==> config.mk <==
export PLATFORM = sky130hd
export DESIGN_NAME = control_sequencer
export DESIGN_NICKNAME = d
export VERILOG_FILES = /design/src/rtl/control_sequencer.sv
export SDC_FILE = /design/constraint.sdc
export NUM_CORES = 1
export LEC_CHECK = 0
export CORE_MARGIN = 2
export CORE_UTILIZATION = 39
export DETAILED_ROUTE_END_ITERATION = 10
export PLACE_DENSITY = 0.95
export SETUP_SLACK_MARGIN = 0.3
export SLEW_MARGIN = 25
export SYNTH_ARGS = -nofsm -noshare
export SYNTH_HDL_FRONTEND = slang
export SYNTH_SLANG_ARGS = --single-unit
==> constraint.sdc <==
create_clock -name Clock -period 3.97 [get_ports Clock]
set_input_delay 0.794 -clock Clock [delete_from_list [all_inputs] [get_ports Clock]]
set_output_delay 0.794 -clock Clock [all_outputs]
set_load 0.02 [all_outputs]
==> src/rtl/control_sequencer.sv <==
`default_nettype none
// +----------------------------------------------------------------------------+
// | control_sequencer : hardwired Moore control unit for the datapath bus.     |
// | Optional CU_ILLEGAL_TRAP_EN sends unlisted opcodes to an absorbing TRAP.   |
// | Revision: 1.0                                                              |
// +----------------------------------------------------------------------------+
module control_sequencer #(
   parameter int unsigned MEM_WAIT = 0,
   parameter logic [4:0]  ADD_OP   = 5'b00011,
   parameter logic [4:0]  BR_OP    = 5'b10011
) (
   input  logic        Clock,
   input  logic        clear,
   input  logic [31:0] IR,
   input  logic        CON,
   input  logic        stop,
   output logic [4:0]  opcode,
   output logic        Read,
   output logic        Write,
   output logic        IncPC,
   output logic        Gra,
   output logic        Grb,
   output logic        Grc,
   output logic        Rin,
   output logic        Rout,
   output logic        BAout,
   output logic        Yin,
   output logic        Zin,
   output logic        PCin,
   output logic        IRin,
   output logic        MARin,
   output logic        MDRin,
   output logic        CONin,
   output logic        PCout,
   output logic        MDRout,
   output logic        Zlowout,
   output logic        Cout,
   output logic        HIin,
   output logic        LOin,
   output logic        HIout,
   output logic        LOout,
   output logic        Yout,
   output logic        Zhighout,
   output logic        MARout,
   output logic        Inportin,
   output logic        Inportout,
   output logic        Outportin,
   output logic        Outportout,
   output logic        run,
   output logic [3:0]  t_state
);

   typedef enum logic [3:0] {
      ST_RST   = 4'd0,
      ST_T0    = 4'd1,
      ST_T1    = 4'd2,
      ST_T2    = 4'd3,
      ST_T3    = 4'd4,
      ST_T4    = 4'd5,
      ST_T5    = 4'd6,
      ST_T6    = 4'd7,
      ST_T7    = 4'd8,
      ST_PAUSE = 4'd9,
      ST_HALT  = 4'd10,
      ST_TRAP  = 4'd11
   } state_t;

   localparam logic [4:0] c_op_ld   = 5'b00000;
   localparam logic [4:0] c_op_add  = 5'b00011;
   localparam logic [4:0] c_op_sub  = 5'b00100;
   localparam logic [4:0] c_op_and  = 5'b00101;
   localparam logic [4:0] c_op_or   = 5'b00110;
   localparam logic [4:0] c_op_addi = 5'b01100;
   localparam logic [4:0] c_op_br   = 5'b10010;
   localparam logic [4:0] c_op_nop  = 5'b11010;
   localparam logic [4:0] c_op_halt = 5'b11011;

   localparam logic [2:0] c_mem_wait = 3'(MEM_WAIT);

`ifdef CU_ILLEGAL_TRAP_EN
   localparam logic c_trap_en = 1'b1;
`else
   localparam logic c_trap_en = 1'b0;
`endif

   state_t     state_q, state_d;
   logic [2:0] wait_q, wait_d;

   logic [4:0] w_op;
   logic       w_is_ld, w_is_alu, w_is_addi, w_is_br, w_is_nop, w_is_halt;
   logic       w_is_legal, w_wait_done;
   state_t     w_t0_next;
   logic       w_ir_unused;

   assign w_op        = IR[31:27];
   assign w_ir_unused = ^IR[26:0];

   assign w_is_ld    = (w_op == c_op_ld);
   assign w_is_alu   = (w_op == c_op_add) || (w_op == c_op_sub) ||
                       (w_op == c_op_and) || (w_op == c_op_or);
   assign w_is_addi  = (w_op == c_op_addi);
   assign w_is_br    = (w_op == c_op_br);
   assign w_is_nop   = (w_op == c_op_nop);
   assign w_is_halt  = (w_op == c_op_halt);
   assign w_is_legal = w_is_ld | w_is_alu | w_is_addi | w_is_br | w_is_nop | w_is_halt;

   assign w_wait_done = (wait_q == c_mem_wait);

   // Every completed instruction funnels through here so stop is honoured uniformly.
   assign w_t0_next = stop ? ST_PAUSE : ST_T0;

   always_ff @(posedge Clock or posedge clear) begin
      if (clear) begin
         state_q <= ST_RST;
         wait_q  <= 3'd0;
      end else begin
         state_q <= state_d;
         wait_q  <= wait_d;
      end
   end

   always_comb begin
      state_d = state_q;
      wait_d  = 3'd0;
      case (state_q)
         ST_RST: state_d = w_t0_next;
         ST_T0:  state_d = ST_T1;
         ST_T1: begin
            if (w_wait_done) state_d = ST_T2;
            else             wait_d  = wait_q + 3'd1;
         end
         ST_T2: begin
            if (w_is_nop || (!w_is_legal && !c_trap_en)) state_d = w_t0_next;
            else                                         state_d = ST_T3;
         end
         ST_T3: begin
            if (w_is_halt)       state_d = ST_HALT;
            else if (!w_is_legal) state_d = c_trap_en ? ST_TRAP : w_t0_next;
            else if (w_is_nop)   state_d = w_t0_next;
            else                 state_d = ST_T4;
         end
         ST_T4: begin
            if (w_is_alu || w_is_addi || w_is_ld || w_is_br) state_d = ST_T5;
            else                                             state_d = w_t0_next;
         end
         ST_T5: begin
            if (w_is_ld || w_is_br) state_d = ST_T6;
            else                    state_d = w_t0_next;
         end
         ST_T6: begin
            if (w_is_ld) begin
               if (w_wait_done) state_d = ST_T7;
               else             wait_d  = wait_q + 3'd1;
            end else begin
               state_d = w_t0_next;
            end
         end
         ST_T7:    state_d = w_t0_next;
         ST_PAUSE: if (!stop) state_d = ST_T0;
         ST_HALT:  state_d = ST_HALT;
         ST_TRAP:  state_d = ST_TRAP;
         default:  state_d = ST_RST;
      endcase
   end

   always_comb begin
      opcode  = 5'd0;
      Read    = 1'b0;
      Write   = 1'b0;
      IncPC   = 1'b0;
      Gra     = 1'b0;
      Grb     = 1'b0;
      Grc     = 1'b0;
      Rin     = 1'b0;
      Rout    = 1'b0;
      BAout   = 1'b0;
      Yin     = 1'b0;
      Zin     = 1'b0;
      PCin    = 1'b0;
      IRin    = 1'b0;
      MARin   = 1'b0;
      MDRin   = 1'b0;
      CONin   = 1'b0;
      PCout   = 1'b0;
      MDRout  = 1'b0;
      Zlowout = 1'b0;
      Cout    = 1'b0;
      run     = 1'b0;
      case (state_q)
         ST_T0: begin
            run   = 1'b1;
            PCout = 1'b1;
            MARin = 1'b1;
            IncPC = 1'b1;
            Zin   = 1'b1;
         end
         ST_T1: begin
            // PC is written once, on the cycle the memory read completes.
            run     = 1'b1;
            Zlowout = 1'b1;
            Read    = 1'b1;
            MDRin   = 1'b1;
            PCin    = w_wait_done;
         end
         ST_T2: begin
            run    = 1'b1;
            MDRout = 1'b1;
            IRin   = 1'b1;
         end
         ST_T3: begin
            run = 1'b1;
            if (w_is_alu || w_is_addi) begin
               Grb  = 1'b1;
               Rout = 1'b1;
               Yin  = 1'b1;
            end else if (w_is_ld) begin
               Grb   = 1'b1;
               BAout = 1'b1;
               Yin   = 1'b1;
            end else if (w_is_br) begin
               Gra   = 1'b1;
               Rout  = 1'b1;
               CONin = 1'b1;
            end
         end
         ST_T4: begin
            run = 1'b1;
            if (w_is_alu) begin
               Grc    = 1'b1;
               Rout   = 1'b1;
               Zin    = 1'b1;
               opcode = w_op;
            end else if (w_is_addi || w_is_ld) begin
               Cout   = 1'b1;
               Zin    = 1'b1;
               opcode = ADD_OP;
            end else if (w_is_br) begin
               PCout = 1'b1;
               Yin   = 1'b1;
            end
         end
         ST_T5: begin
            run = 1'b1;
            if (w_is_alu || w_is_addi) begin
               Zlowout = 1'b1;
               Gra     = 1'b1;
               Rin     = 1'b1;
            end else if (w_is_ld) begin
               Zlowout = 1'b1;
               MARin   = 1'b1;
            end else if (w_is_br) begin
               Cout   = 1'b1;
               Zin    = 1'b1;
               opcode = BR_OP;
            end
         end
         ST_T6: begin
            run = 1'b1;
            if (w_is_ld) begin
               Read  = 1'b1;
               MDRin = 1'b1;
            end else if (w_is_br) begin
               Zlowout = CON;
               PCin    = CON;
            end
         end
         ST_T7: begin
            run = 1'b1;
            if (w_is_ld) begin
               MDRout = 1'b1;
               Gra    = 1'b1;
               Rin    = 1'b1;
            end
         end
         default: ;
      endcase
   end

   assign HIin       = 1'b0;
   assign LOin       = 1'b0;
   assign HIout      = 1'b0;
   assign LOout      = 1'b0;
   assign Yout       = 1'b0;
   assign Zhighout   = 1'b0;
   assign MARout     = 1'b0;
   assign Inportin   = 1'b0;
   assign Inportout  = 1'b0;
   assign Outportin  = 1'b0;
   assign Outportout = 1'b0;

   assign t_state = state_q;

endmodule
`default_nettype wire
==> results.txt <==
The total iterations of the first detailed-routing run is 4. Setup violations remaining at the end of the flow were counted as 0. The max-slew violation total from the final report is 0. The total power of the final layout is 0.719 mW. By area, the combinational part of the netlist is dominated by simple AND/OR/NAND/NOR gates.

The number of max-capacitance violations reported came out at 0. The worst setup path is captured at an output pin. The repair_antennas step left the layout with diodes totalling 0.

The most frequent cell on the critical path is sky130_fd_sc_hd__clkdlybuf4s50_1. The number of CTS-inserted buffers is 3. The maximum number of pins on one net before global-route repair is 20. The slew at the pin closest to its max-slew limit is slightly above 0.5 ns.

The standard cell core area came out at 2760 um2. The number of hold-slack violations in the final timing report was 0. STA puts the critical path data arrival time at 2.78 ns. The proportion of layout cells with a drive suffix above 1 came out at 0.0955. The die covers about 3400 um2. The flow ran to the end, and the final reports show no timing, DRC or antenna violations. The post-DP HPWL came out at 2140 um. Of the post-synthesis cell area, the dominant cell type holds 0.154.

The final setup TNS is 0 ns. The synthesized-area fraction occupied by adder cells came out at 0.0220. The insertion delay of the later-clocked pin in the worst-skew pair is roughly 0.24 ns. The maximum single-stage delay on the critical path came out at a little over 0.6 ns. In this run the horizontal extent of the chip is ~58 um. For this design the top-level I/O count stands at 77. The wire length per cell after detailed routing came out at around 12 um.

In this run the post-CTS setup repair buffer count came out at 0. The synthesized area per cell came out at roughly 6.9 um2. The startpoint of the lowest-slack register-to-register path is t_state[3]. The first routing iteration left 35 violations. The overall die height came out at 58 um.

IR analysis of the VDD net gives a maximum drop of approximately 0.00042 V. The number of cell rows came out at 19. In this run the number of H-tree levels came out at 1. The global-route congestion overflow total is 0. The synthesized design spends more area on one cell type than any other, namely sky130_fd_sc_hd__dfrtp_1. In the final layout, flip-flops and latches occupy between 150 and 200 um2. The detailed-route wire length is 2740 um. For this design the static power due to leakage is slightly above 0.7 nW. The clock edge transition at the registers on the reported setup and hold paths came out at 0.05 ns. In this run the clock root is driven by a sky130_fd_sc_hd__clkbuf_4. Relative to the synthesized area, the layout overhead comes to 31.6%. The top achievable clock speed came out at 280 MHz. The critical path is of the input port to output pin type. For this run, the post-layout net count is 238. The count of buffering cells on the critical path with inverters included came out at 3.

The area fraction in compound gates after synthesis is 0.250. After synthesis, the cell types taking the most area are sky130_fd_sc_hd__dfrtp_1, sky130_fd_sc_hd__buf_4, sky130_fd_sc_hd__nor2_1. In this run the number of cells on the critical path is 7. The TritonCTS clock tree is built. The worst clock skew came out at around 0.0026 ns. The first global-routing pass estimated about 4400 um of wire. The congestion estimate from routability-driven global placement came to 0.889. The worst hold path belongs to the class flip-flop to flip-flop. The tree built by TritonCTS fans out to 7 sinks. The via count of the first global-routing pass is roughly 1000. The multiplexer share of the synthesized area is 0.00990. The area occupied by multi-input gates is around 840 um2. Synthesis handed over a netlist of about 170 instances.

The number of filler instances in the final layout is ~250. Of all flip-flops after synthesis, the portion carrying an async set or reset was 1.00. The number of enable flip-flop cells after synthesis is 0. The most used flip-flop cell after synthesis is sky130_fd_sc_hd__dfrtp_1. The total power divided by cell area came out at approximately 480 nW/um2. The initial antenna violation count came to 0. The critical path required time is between 3 and 4 ns. The fraction of synthesized cell area in xor and xnor cells came out at 0.0231. The type of element launching the critical path is an input port. The biggest fanout along the worst timing path is 10. After detailed routing, the number of remaining DRC violations is 0.

The worst register-to-register path has a setup slack of 2.22 ns. The hold path endpoint is wait_q[0]. The number of synthesized register bits is 7.

Among all stages on the critical path, the largest delay is contributed by sky130_fd_sc_hd__clkdlybuf4s50_1. Setup repair after global routing left no endpoint under its margin. The total via count after detailed routing came out at approximately 1200. The relative max-transition margin came out at 0.662. The final critical-path share of the clock period is 0.900. The number of hold buffers added after CTS came out at 0. The depth of the worst register-to-register path came out at 4. In this run the deepest clock path goes through 2 buffers. The number of vias per cell after detailed routing is approximately 5.3. On the critical path the largest part of the delay comes from buffers and inverters.

The hold-critical path depth came out at 1. The remaining number of nets flagged by the antenna check after routing came out at 0. Yosys printed 0 warnings. The number of unique standard cell types used by synthesis came out at 43. During placement, the flow inserted port buffers numbering 36. The endpoint identified for the worst register-to-register timing path is t_state[3]. Of the total synthesized cell area, the portion taken by AND, OR, NAND and NOR gates is 0.380. The startpoint identified for the worst hold timing path is wait_q[0]. The post-synthesis instance area came out at approximately 1100 um2.

The starting density of the core came out at 0.412. The signal on the critical path passes through clkdlybuf4s50_1 -> buf_4 -> nor3_2 -> and2_2 -> nand3_1 -> a21oi_1 -> clkdlybuf4s50_1. The shortest period the worst path allows came out at between 3 and 4 ns. The tightest hold margin came out at roughly 0.48 ns. The total global routing track utilization came out at 0.162. The part of the Yosys area used for sequential elements is 0.154.
==> final cells by class <==
type / instances / share of cell area
Clock buffer: 4 / 0.0176
Inverter: 6 / 0.0151
Multi-Input combinational cell: 141 / 0.559
Sequential cell: 7 / 0.117
Tap cell: 31 / 0.0259
Timing Repair Buffer: 41 / 0.266
==> power by group <==
| part | switching (mW) | internal, mW | total [mW] | leakage (nW) |
|---|---|---|---|---|
| logic | 0.280 | 0.238 | 0.518 | 0.618 |
| clock network | 0.0223 | 0.0381 | 0.0604 | 0.0150 |
| registers | 0.0515 | 0.0888 | 0.140 | 0.0917 |
| total | 0.354 | 0.365 | 0.719 | 0.725 |
==> cell families (layout without fill, tap and decap cells) <==
kind of cell,Yosys count,after routing
AO/OA/AOI/OAI,41,41
XOR/XNOR,3,3
adder cells (fa/ha/maj),2,2
buffers and inverters,30,51
flip-flops,7,7
multiplexers,1,1
other,1,13
AND/OR/NAND/NOR,81,81
==> flip-flops by register name (all words and copies together), names as in the netlist <==
name and count:
t_state 4, wait_q 3
==> timing repair <==
item | 4_1_cts | 5_1_grt
resized for setup | 10 | 5
endpoints found under the setup margin | 12 | 5
pin swaps | 0 | 0
==> cell usage in the layout, fill, tap and decap left out, types with 2 or more instances in the layout <==
| cell | count |
|---|---|
| sky130_fd_sc_hd__and2_1 | 5 |
| sky130_fd_sc_hd__nor3b_1 | 2 |
| sky130_fd_sc_hd__a31oi_1 | 2 |
| sky130_fd_sc_hd__dfrtp_1 | 7 |
| sky130_fd_sc_hd__ha_1 | 2 |
| sky130_fd_sc_hd__a22oi_1 | 2 |
| sky130_fd_sc_hd__nand3_1 | 4 |
| sky130_fd_sc_hd__nand2_1 | 14 |
| sky130_fd_sc_hd__o21a_1 | 2 |
| sky130_fd_sc_hd__o21ai_0 | 7 |
| sky130_fd_sc_hd__buf_4 | 5 |
| sky130_fd_sc_hd__conb_1 | 13 |
| sky130_fd_sc_hd__dlymetal6s2s_1 | 4 |
| sky130_fd_sc_hd__o22ai_1 | 4 |
| sky130_fd_sc_hd__or2_2 | 2 |
| sky130_fd_sc_hd__nor2b_1 | 5 |
| sky130_fd_sc_hd__o211ai_1 | 3 |
| sky130_fd_sc_hd__nor3_1 | 5 |
| sky130_fd_sc_hd__and3_1 | 3 |
| sky130_fd_sc_hd__a21oi_1 | 10 |
| sky130_fd_sc_hd__inv_1 | 6 |
| sky130_fd_sc_hd__and2b_1 | 2 |
| sky130_fd_sc_hd__clkbuf_4 | 3 |
| sky130_fd_sc_hd__clkdlybuf4s50_1 | 24 |
| sky130_fd_sc_hd__nand2b_1 | 8 |
| sky130_fd_sc_hd__nor2_1 | 23 |
| sky130_fd_sc_hd__xnor2_1 | 3 |
| sky130_fd_sc_hd__dlygate4sd2_1 | 8 |
| sky130_fd_sc_hd__a41oi_1 | 2 |
==> worst max path at each step <==
stage,from,end,slack (ns)
after CTS,IR[27],MDRout,0.30
after global placement,IR[29],Zlowout,0.15
after detailed placement,IR[29],Zlowout,0.13
final,IR[27],MDRout,0.40
after floorplan,IR[29],opcode[2],1.02
after global routing,IR[27],MDRout,0.27
==> metal layers <==
| layer | vias to the layer above | GRT usage | share of wire |
|---|---|---|---|
| met1 | 562 | 0.221 | 0.45 |
| met2 | 35 | 0.271 | 0.51 |
| li1 | 621 | - | - |
| met5 | - | 0 | 0 |
| met3 | 0 | 0.0201 | 0.046 |
| met4 | 0 | 0.0399 | 0 |
==> metrics by stage <==
| step | std cells | setup slack [ns] | area (um2) | utilization |
|---|---|---|---|---|
| finish | 230 | 0.396 | 1500 | 0.543 |
| global route | 230 | 0.270 | 1500 | 0.543 |
| CTS | 230 | 0.302 | 1480 | 0.537 |
| detailed placement | 226 | 0.133 | 1460 | 0.530 |
| global placement | 226 | 0.149 | 1460 | 0.530 |
| floorplan | 178 | 1.02 | 1180 | - |
==> synth_stat cells (3+ instances only) <==
| library cell | number |
|---|---|
| sky130_fd_sc_hd__a21oi_1 | 10 |
| sky130_fd_sc_hd__and2_1 | 6 |
| sky130_fd_sc_hd__and3_1 | 3 |
| sky130_fd_sc_hd__buf_2 | 6 |
| sky130_fd_sc_hd__buf_4 | 14 |
| sky130_fd_sc_hd__clkbuf_1 | 3 |
| sky130_fd_sc_hd__dfrtp_1 | 7 |
| sky130_fd_sc_hd__inv_1 | 6 |
| sky130_fd_sc_hd__nand2_1 | 14 |
| sky130_fd_sc_hd__nand2b_1 | 8 |
| sky130_fd_sc_hd__nand3_1 | 4 |
| sky130_fd_sc_hd__nor2_1 | 24 |
| sky130_fd_sc_hd__nor2b_1 | 5 |
| sky130_fd_sc_hd__nor3_1 | 6 |
| sky130_fd_sc_hd__o211ai_1 | 3 |
| sky130_fd_sc_hd__o21ai_0 | 7 |
| sky130_fd_sc_hd__o22ai_1 | 4 |
| sky130_fd_sc_hd__xnor2_1 | 3 |
Note: power is estimated with default switching activity, not from simulation.
